### src/rtl/uart_tx_arbiter_if.sv
// Requester byte streams and the uart_tx start/busy handshake, bundled for the arbiter.
// The arbiter takes the slave view; the client side and uart_tx take the master view.
interface uart_tx_arbiter_if #(
  parameter int N_REQ = 4
);
  logic [N_REQ-1:0]   req_valid;
  logic [N_REQ*8-1:0] req_data;
  logic [N_REQ-1:0]   req_last;
  logic [N_REQ-1:0]   req_ready;
  logic               tx_start;
  logic [7:0]         tx_data;
  logic               tx_busy;

  modport slave (
    input  req_valid, req_data, req_last, tx_busy,
    output req_ready, tx_start, tx_data
  );

  modport master (
    output req_valid, req_data, req_last, tx_busy,
    input  req_ready, tx_start, tx_data
  );
endinterface

### src/rtl/uart_tx_arbiter.sv
// Round-robin, packet-locked arbiter feeding one uart_tx from N_REQ byte-stream requesters.
// Each granted byte is latched into tx_data and sequenced through tx_start/tx_busy.
module uart_tx_arbiter #(
  parameter int N_REQ        = 4,
  parameter int BUSY_TIMEOUT = 64,
  parameter int GAP_TIMEOUT  = 65535
) (
  input  logic                     clk,
  input  logic                     rst_n,
  uart_tx_arbiter_if.slave         bus,
  output logic                     grant_active,
  output logic [$clog2(N_REQ)-1:0] grant_id,
  output logic                     err_busy_to,
  output logic                     err_gap_to
);
  localparam int IDW = $clog2(N_REQ);
  localparam int BCW = $clog2(BUSY_TIMEOUT + 1);
  localparam int GCW = $clog2(GAP_TIMEOUT + 1);
  localparam logic [BCW-1:0] BUSY_LIMIT = BCW'(BUSY_TIMEOUT - 1);
  localparam logic [BCW-1:0] BUSY_ONE   = BCW'(1);
  localparam logic [GCW-1:0] GAP_LIMIT  = GCW'(GAP_TIMEOUT - 1);
  localparam logic [GCW-1:0] GAP_ONE    = GCW'(1);
  localparam logic [IDW:0]   N_WIDE     = (IDW + 1)'(N_REQ);
  localparam logic [IDW-1:0] ID_ONE     = IDW'(1);

  typedef enum logic [2:0] {
    S_IDLE      = 3'd0,
    S_SEL       = 3'd1,
    S_START     = 3'd2,
    S_WAIT_BUSY = 3'd3,
    S_WAIT_DONE = 3'd4
  } state_e;

  state_e             state_q, state_d;
  logic [IDW-1:0]     ptr_q, ptr_d;
  logic               grant_active_q, grant_active_d;
  logic [IDW-1:0]     grant_id_q, grant_id_d;
  logic [N_REQ-1:0]   req_ready_q, req_ready_d;
  logic               tx_start_q, tx_start_d;
  logic [7:0]         tx_data_q, tx_data_d;
  logic               last_q, last_d;
  logic               started_q, started_d;
  logic [GCW-1:0]     gap_cnt_q, gap_cnt_d;
  logic [BCW-1:0]     busy_cnt_q, busy_cnt_d;
  logic               err_busy_q, err_busy_d;
  logic               err_gap_q, err_gap_d;
  logic [IDW-1:0]     pick_id;
  logic               pick_found;
  logic               xfer;
  logic [IDW-1:0]     next_id;

  // (base + step) mod N_REQ, with both operands already below N_REQ.
  function automatic logic [IDW-1:0] wrap_inc(input logic [IDW-1:0] base, input logic [IDW-1:0] step);
    logic [IDW:0] sum;
    sum = {1'b0, base} + {1'b0, step};
    if (sum >= N_WIDE) begin
      sum = sum - N_WIDE;
    end else begin
      sum = sum;
    end
    return sum[IDW-1:0];
  endfunction

  function automatic logic [N_REQ-1:0] onehot(input logic [IDW-1:0] id);
    return {{(N_REQ-1){1'b0}}, 1'b1} << id;
  endfunction

  assign pick_found = |bus.req_valid;
  assign xfer       = bus.req_valid[grant_id_q] & req_ready_q[grant_id_q];
  assign next_id    = wrap_inc(grant_id_q, ID_ONE);

  // Round-robin scan: walking from the far end back to the pointer leaves the nearest requester.
  always_comb begin
    pick_id = ptr_q;
    for (int i = N_REQ - 1; i >= 0; i--) begin
      pick_id = bus.req_valid[wrap_inc(ptr_q, IDW'(i))] ? wrap_inc(ptr_q, IDW'(i)) : pick_id;
    end
  end

  // Next-state and next-output computation for the grant/transmit sequencer.
  always_comb begin
    state_d        = state_q;
    ptr_d          = ptr_q;
    grant_active_d = grant_active_q;
    grant_id_d     = grant_id_q;
    req_ready_d    = '0;
    tx_start_d     = 1'b0;
    tx_data_d      = tx_data_q;
    last_d         = last_q;
    started_d      = started_q;
    gap_cnt_d      = gap_cnt_q;
    busy_cnt_d     = busy_cnt_q;
    err_busy_d     = err_busy_q;
    err_gap_d      = err_gap_q;
    case (state_q)
      S_IDLE: begin
        if (pick_found) begin
          state_d        = S_SEL;
          grant_active_d = 1'b1;
          grant_id_d     = pick_id;
          req_ready_d    = onehot(pick_id);
          started_d      = 1'b0;
          gap_cnt_d      = '0;
        end else begin
          state_d = S_IDLE;
        end
      end
      S_SEL: begin
        if (xfer) begin
          tx_data_d  = bus.req_data[{grant_id_q, 3'b000} +: 8];
          last_d     = bus.req_last[grant_id_q];
          started_d  = 1'b1;
          tx_start_d = 1'b1;
          state_d    = S_START;
        end else if (started_q && (gap_cnt_q == GAP_LIMIT)) begin
          err_gap_d      = 1'b1;
          grant_active_d = 1'b0;
          ptr_d          = next_id;
          state_d        = S_IDLE;
        end else begin
          // A fresh grant (no byte sent yet) is never timed out.
          req_ready_d = onehot(grant_id_q);
          gap_cnt_d   = started_q ? (gap_cnt_q + GAP_ONE) : gap_cnt_q;
        end
      end
      S_START: begin
        // Counter holds cycles elapsed since the tx_start pulse.
        busy_cnt_d = BUSY_ONE;
        state_d    = S_WAIT_BUSY;
      end
      S_WAIT_BUSY: begin
        if (bus.tx_busy) begin
          state_d = S_WAIT_DONE;
        end else if (busy_cnt_q >= BUSY_LIMIT) begin
          err_busy_d = 1'b1;
          state_d    = S_WAIT_DONE;
        end else begin
          busy_cnt_d = busy_cnt_q + BUSY_ONE;
        end
      end
      S_WAIT_DONE: begin
        if (bus.tx_busy) begin
          state_d = S_WAIT_DONE;
        end else if (last_q) begin
          grant_active_d = 1'b0;
          ptr_d          = next_id;
          state_d        = S_IDLE;
        end else begin
          req_ready_d = onehot(grant_id_q);
          gap_cnt_d   = '0;
          state_d     = S_SEL;
        end
      end
      default: begin
        grant_active_d = 1'b0;
        state_d        = S_IDLE;
      end
    endcase
  end

  // State and output registers with synchronous active-low reset.
  always_ff @(posedge clk) begin
    if (!rst_n) begin
      state_q        <= S_IDLE;
      ptr_q          <= '0;
      grant_active_q <= 1'b0;
      grant_id_q     <= '0;
      req_ready_q    <= '0;
      tx_start_q     <= 1'b0;
      tx_data_q      <= 8'h00;
      last_q         <= 1'b0;
      started_q      <= 1'b0;
      gap_cnt_q      <= '0;
      busy_cnt_q     <= '0;
      err_busy_q     <= 1'b0;
      err_gap_q      <= 1'b0;
    end else begin
      state_q        <= state_d;
      ptr_q          <= ptr_d;
      grant_active_q <= grant_active_d;
      grant_id_q     <= grant_id_d;
      req_ready_q    <= req_ready_d;
      tx_start_q     <= tx_start_d;
      tx_data_q      <= tx_data_d;
      last_q         <= last_d;
      started_q      <= started_d;
      gap_cnt_q      <= gap_cnt_d;
      busy_cnt_q     <= busy_cnt_d;
      err_busy_q     <= err_busy_d;
      err_gap_q      <= err_gap_d;
    end
  end

  assign bus.req_ready = req_ready_q;
  assign bus.tx_start  = tx_start_q;
  assign bus.tx_data   = tx_data_q;
  assign grant_active  = grant_active_q;
  assign grant_id      = grant_id_q;
  assign err_busy_to   = err_busy_q;
  assign err_gap_to    = err_gap_q;
endmodule

### src/flat_wrapper.sv
// flat-port wrapper written by rule: the top's interface ports become plain ports
module uart_tx_arbiter_flat 
#(
  parameter int N_REQ        = 4,
  parameter int BUSY_TIMEOUT = 64,
  parameter int GAP_TIMEOUT  = 65535
)
  (clk, rst_n, grant_active, grant_id, err_busy_to, err_gap_to, bus_req_valid, bus_req_data, bus_req_last, bus_tx_busy, bus_req_ready, bus_tx_start, bus_tx_data);
  uart_tx_arbiter_if #(.N_REQ(N_REQ)) bus_i ();
  input  logic clk;
  input  logic rst_n;
  output logic grant_active;
  output logic [$clog2(N_REQ)-1:0] grant_id;
  output logic err_busy_to;
  output logic err_gap_to;
  input wire logic [$bits(bus_i.req_valid)-1:0] bus_req_valid;
  input wire logic [$bits(bus_i.req_data)-1:0] bus_req_data;
  input wire logic [$bits(bus_i.req_last)-1:0] bus_req_last;
  input wire logic [$bits(bus_i.tx_busy)-1:0] bus_tx_busy;
  output wire logic [$bits(bus_i.req_ready)-1:0] bus_req_ready;
  output wire logic [$bits(bus_i.tx_start)-1:0] bus_tx_start;
  output wire logic [$bits(bus_i.tx_data)-1:0] bus_tx_data;
  assign bus_i.req_valid = bus_req_valid;
  assign bus_i.req_data = bus_req_data;
  assign bus_i.req_last = bus_req_last;
  assign bus_i.tx_busy = bus_tx_busy;
  assign bus_req_ready = bus_i.req_ready;
  assign bus_tx_start = bus_i.tx_start;
  assign bus_tx_data = bus_i.tx_data;
  uart_tx_arbiter #(.N_REQ(N_REQ), .BUSY_TIMEOUT(BUSY_TIMEOUT), .GAP_TIMEOUT(GAP_TIMEOUT)) u_core (.clk(clk), .rst_n(rst_n), .bus(bus_i), .grant_active(grant_active), .grant_id(grant_id), .err_busy_to(err_busy_to), .err_gap_to(err_gap_to));
endmodule
### config.mk
export PLATFORM = sky130hd
export DESIGN_NAME = uart_tx_arbiter_flat
export DESIGN_NICKNAME = d
export VERILOG_FILES = /design/src/rtl/uart_tx_arbiter_if.sv /design/src/rtl/uart_tx_arbiter.sv /design/src/flat_wrapper.sv
export SDC_FILE = /design/constraint.sdc
export NUM_CORES = 1
export LEC_CHECK = 0
export CORE_MARGIN = 1.5
export CORE_UTILIZATION = 46
export CTS_CLUSTER_DIAMETER = 100
export DETAILED_ROUTE_END_ITERATION = 10
export PLACE_DENSITY = 0.88
export SYNTH_ARGS = -nofsm -noshare
export SYNTH_HDL_FRONTEND = slang
export SYNTH_SLANG_ARGS = --single-unit
export TNS_END_PERCENT = 1
### constraint.sdc
create_clock -name clk -period 1.9 [get_ports clk]
set_input_delay 0.38 -clock clk [delete_from_list [all_inputs] [get_ports clk]]
set_output_delay 0.38 -clock clk [all_outputs]
set_load 0.01 [all_outputs]
==> results of run 1 <==
[power by group]
group	total, mW	switching (mW)	internal (mW)	leakage [nW]
clock network	0.620	0.357	0.262	0.0414
logic	0.667	0.308	0.358	0.988
registers	1.07	0.0268	1.04	0.390
[layer usage]
layer	GRT usage	vias to the layer above
li1	-	1346
met1	0.266	1354
met2	0.501	107
met3	0.0562	23
met4	0.0897	0
met5	0	-
[Yosys cell counts, types with 4 or more instances]
cell type,instances,share of area
and2_1,7,0.016
or4_1,4,0.011
or3_1,11,0.025
nand2_1,26,0.035
nor2_1,20,0.027
dfxtp_1,48,0.34
mux2i_1,10,0.036
ha_1,7,0.031
nor2b_1,14,0.031
nor3b_1,4,0.011
a21oi_1,25,0.045
o21ai_1,10,0.018
inv_1,7,0.0094
nand3_1,11,0.020
o21ai_0,15,0.027
nand4_1,7,0.016
mux4_2,11,0.089
clkbuf_1,8,0.011
[sequential cells by signal (all words and copies together), names as in the netlist, 2 cells and up]
register and cells:
u_core.bus.tx_data 8, u_core.grant_id 2, u_core.gap_cnt_q 16, u_core.busy_cnt_q 7, u_core.bus.req_ready 4, u_core.state_q 3, u_core.ptr_q 2
[how the worst min path moves through the flow]
stage | start | end | slack (ns) | cells past startpoint
final | u_core.err_busy_to | u_core.err_busy_to | 0.48 | 1
after CTS | u_core.busy_cnt_q[6] | u_core.busy_cnt_q[6] | 0.48 | 2
after detailed placement | u_core.err_busy_to | u_core.err_busy_to | 0.46 | 1
after global placement | u_core.busy_cnt_q[6] | u_core.busy_cnt_q[6] | 0.44 | 2
after global routing | u_core.busy_cnt_q[6] | u_core.busy_cnt_q[6] | 0.48 | 2
after floorplan | u_core.busy_cnt_q[6] | u_core.busy_cnt_q[6] | 0.42 | 2
[repair_timing]
action | 4_1_cts | 5_1_grt
pin swaps | 15 | 13
cloned | 2 | 1
buffers inserted | 9 | 1
hold endpoints to repair | 0 | 0
endpoints found under the setup margin | 37 | 35
gates resized for setup | 26 | 24
[logic make-up after synthesis]
kind of cell	synth area share
compound gates	0.186
xor+xnor	0.0125
fa+ha+maj	0.0313
buf+inv	0.0532
flops	0.343
mux	0.128
simple gates	0.246
[layout make-up]
cell class | instances | area (um^2) | share of cell area
clock buffer | 6 | 72.6 | 0.0181
sequential | 48 | 966 | 0.241
multi-input combinational | 235 | 1810 | 0.451
tap | 75 | 93.8 | 0.0234
clock inverter | 2 | 16.3 | 0.00406
timing repair buffer | 112 | 1030 | 0.256
inverter | 7 | 26.3 | 0.00655
[metrics by stage]
step / hold slack [ns] / setup slack, ns / utilization
6_report: 0.476 / -0.150 / 0.681
5_1_grt: 0.481 / -0.197 / 0.681
4_1_cts: 0.476 / -0.0930 / 0.675
3_5_place_dp: 0.457 / -0.609 / 0.630
3_3_place_gp: 0.438 / -0.506 / 0.630
2_1_floorplan: 0.424 / -0.0877 / -
==> flow_summary_export.csv, run 1 <==
group,metric,value,unit
status,status,"complete, but fails checks",
status,violations,"negative setup slack",
clocking,htreeDepth,2,
route,highest_layer,"met4",
floorplanning,coreArea,0.00589,mm^2
cells_and_area,mostFrequentLayoutCell,"clkdlybuf4s50_1",
clocking,cts_hold_buf,0,
timing,slew-limit-headroom,0.470,
cells_and_area,area_delta_synth_final,43.3,%
logic_synthesis,ys_ff_latch,48,
logic_synthesis,syn_nets,358,
setup_path,path_cells,"inv_2, ha_4, nand3_2, or4_4, a41oi_4, buf_12, buf_6, or3_1, a21oi_1",
floorplanning,fp.dieW,81.0,um
setup_path,regToRegSetupSlack,-0.15,ns
timing,finalSetupViolCount,16,
route,wl_met3,468,um
route,met1_length,3050,um
route,antenna_left,0,
logic_synthesis,synth-main-ff-cell,"dfxtp_1",
power,p_leak,1.42,nW
floorplanning,die_area,0.00656,mm^2
placed_design,placed_cell_area,0.00371,mm^2
route,dr_wl_met2,4390,um
setup_path,r2r-start,"u_core.gap_cnt_q[0]",
logic_synthesis,ys_types,59,
route,firstDrtPassIters,4,
setup_path,worstSetupPathType,"reg -> reg",
clocking,clkSinkCount,48,
floorplanning,ios,61,
cells_and_area,finalInstanceArea,0.00401,mm^2
power,power_density,587,mW/mm^2
power,peakVddDrop,0.000344,V
placed_design,numPortBuffers,60,
setup_path,cp-endpoint,"u_core.gap_cnt_q[11]",
timing,fin_tns_setup,-1.53,ns
placed_design,place.gp.congestion,0.864,
logic_synthesis,syn-instance-count,308,
logic_synthesis,async_flop_share,0,
flow_run,cap_violations,0,
setup_path,crit_start,"u_core.gap_cnt_q[0]",
route,route.vias.total,2830,
timing,final_hold_viol_count,0,
setup_path,crit_buf_inv,3,
cells_and_area,layout-drive-gt1-share,0.251,
cells_and_area,final_cell_mix,"clkdlybuf4s50_1, dfxtp_1, buf_4",
grt,track_usage,0.257,
logic_synthesis,avgSynthCellArea,9.09,um^2
timing,final.period_utilization,1.08,
timing,max_slew.worst_pin.slew,0.788,ns
route,drt_wl_total,8190,um
setup_path,rr_endpoint,"u_core.gap_cnt_q[11]",
placed_design,place_inst,468,
floorplanning,initial_utilization,0.476,
grt,grt_max_degree,31,
setup_path,worst-path-max-fanout,6,
logic_synthesis,ys_seq_area_frac,0.343,
cells_and_area,diodes,0,
cells_and_area,fin_nets,459,
route,drc,0,
timing,rsz0062_at_grt,"true",
setup_path,cpLargestDelayFamily,"simple AND/OR/NAND/NOR gates",
clocking,cts_made_buffers,5,
floorplanning,row_count,28,
hold_path,hp-class,"reg -> reg",
setup_path,worst-endpoint-arrival,2.25,ns
timing,fin_skew,0.00845,ns
floorplanning,die_y,81.0,um
grt,grt_pass1_wl,12900,um
cells_and_area,fill_cells,459,
timing,fmax,488,MHz
clocking,clk_latency,0.31,ns
setup_path,start_kind,"register",
clocking,cts-root-buf,"clkbuf_8",
setup_path,critical_path_cell_count,9,
route,routed_via_density,5.84,
placed_design,dp_hpwl,5870,um
grt,grt_overflow,0,
grt,antenna_found_initial,0,
clocking,clk_path_buf_depth,2,
clocking,cts.clk_slew.worst_paths,0.09,ns
logic_synthesis,mappedNetlistArea,0.00280,mm^2
setup_path,crit_required,2.10,ns
setup_path,worstRegToRegCells,9,
timing,fin_ws,-0.150,ns
timing,drv_slew,0,
setup_path,crit_slowest_cell,"or4_4",
power,power,2.35,mW
route,drt_iter0_drc,149,
setup_path,critPathCaptureType,"register",
grt,grt_pass1_vias,2870,
logic_synthesis,synth_enable_flop_cells,0,
cells_and_area,stdcell_count,485,
setup_path,max_stage_delay,0.57,ns
logic_synthesis,ys_warn_count,0,
route,wl_per_cell,16.9,um
timing,fin_crit,2.05,ns
clocking,cts_tree,"done",
Note: power is estimated with default switching activity, not from simulation.
==> run 2: changes to the inputs <==
--- a/config.mk
+++ b/config.mk
@@ -5,10 +5,12 @@
 export SDC_FILE = /design/constraint.sdc
 export NUM_CORES = 1
 export LEC_CHECK = 0
+export CAP_MARGIN = 20
 export CORE_MARGIN = 1.5
 export CORE_UTILIZATION = 46
 export CTS_CLUSTER_DIAMETER = 100
 export DETAILED_ROUTE_END_ITERATION = 10
+export MAX_ROUTING_LAYER = met4
 export PLACE_DENSITY = 0.88
 export SYNTH_ARGS = -nofsm -noshare
 export SYNTH_HDL_FRONTEND = slang
==> run 2 against run 1 <==
  * Largest power group unchanged
  * Cell area did not move
  * Highest routed layer unchanged
  * The run still ends with negative setup slack left
  * Maximum frequency barely moved
  * Clock skew rose by 0.0011 ns
==> flow_summary_export.csv, run 2 (synthesized netlist as in run 1, its figures left out) <==
group,metric,value,unit
status,status,"complete, but fails checks",
status,violations,"negative setup slack",
clocking,htreeDepth,2,
floorplanning,die_y,81.0,um
power,peakVddDrop,0.000345,V
setup_path,crit_slowest_cell,"or4_4",
setup_path,path_cells,"inv_2, ha_4, nand3_2, or4_4, a41oi_4, buf_12, buf_6, or3_1, a21oi_1",
timing,slew-limit-headroom,0.471,
clocking,clkSinkCount,48,
floorplanning,initial_utilization,0.476,
clocking,cts_tree,"done",
placed_design,numPortBuffers,60,
floorplanning,fp.dieW,81.0,um
timing,whs,0.476,ns
placed_design,dp_hpwl,5870,um
cells_and_area,fin_nets,459,
route,routed_via_density,5.87,
timing,finalSetupViolCount,16,
setup_path,max_stage_delay,0.57,ns
timing,max_slew.worst_pin.slew,0.786,ns
hold_path,hp-class,"reg -> reg",
cells_and_area,mostFrequentLayoutCell,"clkdlybuf4s50_1",
grt,grt_pass1_vias,2869,
timing,drv_slew,0,
route,drt_iter0_drc,133,
cells_and_area,largest_reg_flops,16,
route,drc,0,
power,p_leak,1.42,nW
power,power_density,587,mW/mm^2
cells_and_area,largest_register,"u_core.gap_cnt_q",
timing,final.period_utilization,1.08,
setup_path,worst-endpoint-arrival,2.25,ns
floorplanning,ios,61,
cells_and_area,final_cell_mix,"clkdlybuf4s50_1, dfxtp_1, buf_4",
clocking,clk_latency,0.31,ns
floorplanning,die_area,0.00656,mm^2
cells_and_area,layout-drive-gt1-share,0.251,
setup_path,worstSetupPathType,"reg -> reg",
grt,grt_overflow,0,
route,wl_per_cell,17.0,um
setup_path,crit_required,2.10,ns
route,drt_wl_total,8260,um
clocking,cts-root-buf,"clkbuf_8",
timing,fin_skew,0.00955,ns
route,route.vias.total,2849,
setup_path,crit_buf_inv,3,
cells_and_area,fill_cells,459,
clocking,clk_path_buf_depth,2,
grt,grt_max_degree,31,
clocking,cts_made_buffers,5,
cells_and_area,diodes,0,
timing,fmax,488,MHz
cells_and_area,stdcell_count,485,
floorplanning,row_count,28,
setup_path,critPathCaptureType,"register",
flow_run,cap_violations,0,
grt,antenna_found_initial,0,
floorplanning,coreArea,0.00589,mm^2
cells_and_area,area_delta_synth_final,43.3,%
setup_path,cpLargestDelayFamily,"simple AND/OR/NAND/NOR gates",
setup_path,start_kind,"register",
cells_and_area,fin_util,0.681,
placed_design,place.gp.congestion,0.878,
grt,track_usage,0.264,
timing,fin_ws,-0.150,ns
placed_design,place_inst,468,
clocking,cts.clk_slew.worst_paths,0.09,ns
timing,final_hold_viol_count,0,
cells_and_area,register_area,966,um^2
timing,rsz0062_at_grt,"true",
route,firstDrtPassIters,4,
timing,fin_crit,2.05,ns
setup_path,worst-path-max-fanout,6,
cells_and_area,multi_input_area,0.00181,mm^2
grt,grt_pass1_wl,12900,um
route,antenna_left,0,
timing,fin_tns_setup,-1.53,ns
[run 2: cell counts in the layout (fill, tap and decap cells not counted)]
Identical to the previous run, type by type.
[run 2: path summary, 6_finish.rpt]
path,startpoint,to,slack (ns),cells past startpoint
min reg2reg,u_core.err_busy_to,u_core.err_busy_to,0.48,1
max,u_core.gap_cnt_q[0],u_core.gap_cnt_q[11],-0.15,9
max reg2reg,u_core.gap_cnt_q[0],u_core.gap_cnt_q[11],-0.15,9
min,u_core.err_busy_to,u_core.err_busy_to,0.48,1
[run 2: repair_timing]
item | 4_1_cts | 5_1_grt
setup endpoints to repair | 37 | 35
setup buffers | 9 | 1
cloned | 2 | 1
resized for setup | 26 | 24
pin swaps | 15 | 13
hold buffers | 0 | 0
[run 2: metrics by stage]
stage	instance area (um^2)	power, mW	worst slack (ns)
floorplan	2810	1.41	-0.0877
detailed placement	3710	1.68	-0.609
CTS	3970	2.35	-0.0930
finish	4010	2.35	-0.150
global placement	3710	1.65	-0.506
global route	4010	2.46	-0.197
[run 2: area by class of cell]
| cell class | instances | area share |
|---|---|---|
| Multi-Input combinational cell | 235 | 0.451 |
| Timing Repair Buffer | 112 | 0.256 |
| Sequential cell | 48 | 0.241 |
| Tap cell | 75 | 0.0234 |
| Clock buffer | 6 | 0.0181 |
| Inverter | 7 | 0.00655 |
| Clock inverter | 2 | 0.00406 |
[run 2: report_power, final]
group / leakage [nW] / switching, mW / total (mW) / internal [mW]
Combinational: 0.988 / 0.308 / 0.666 / 0.358
Sequential: 0.390 / 0.0271 / 1.07 / 1.04
Clock: 0.0414 / 0.359 / 0.622 / 0.262
[run 2: layer usage]
layer	up-vias	wire length (um)	share of wire	GRT usage
met3	26	457	0.055	0.0472
met4	0	336	0.041	0.0897
met1	1355	3060	0.37	0.271
met5	-	0	0	-
met2	122	4400	0.53	0.501
li1	1346	-	-	-
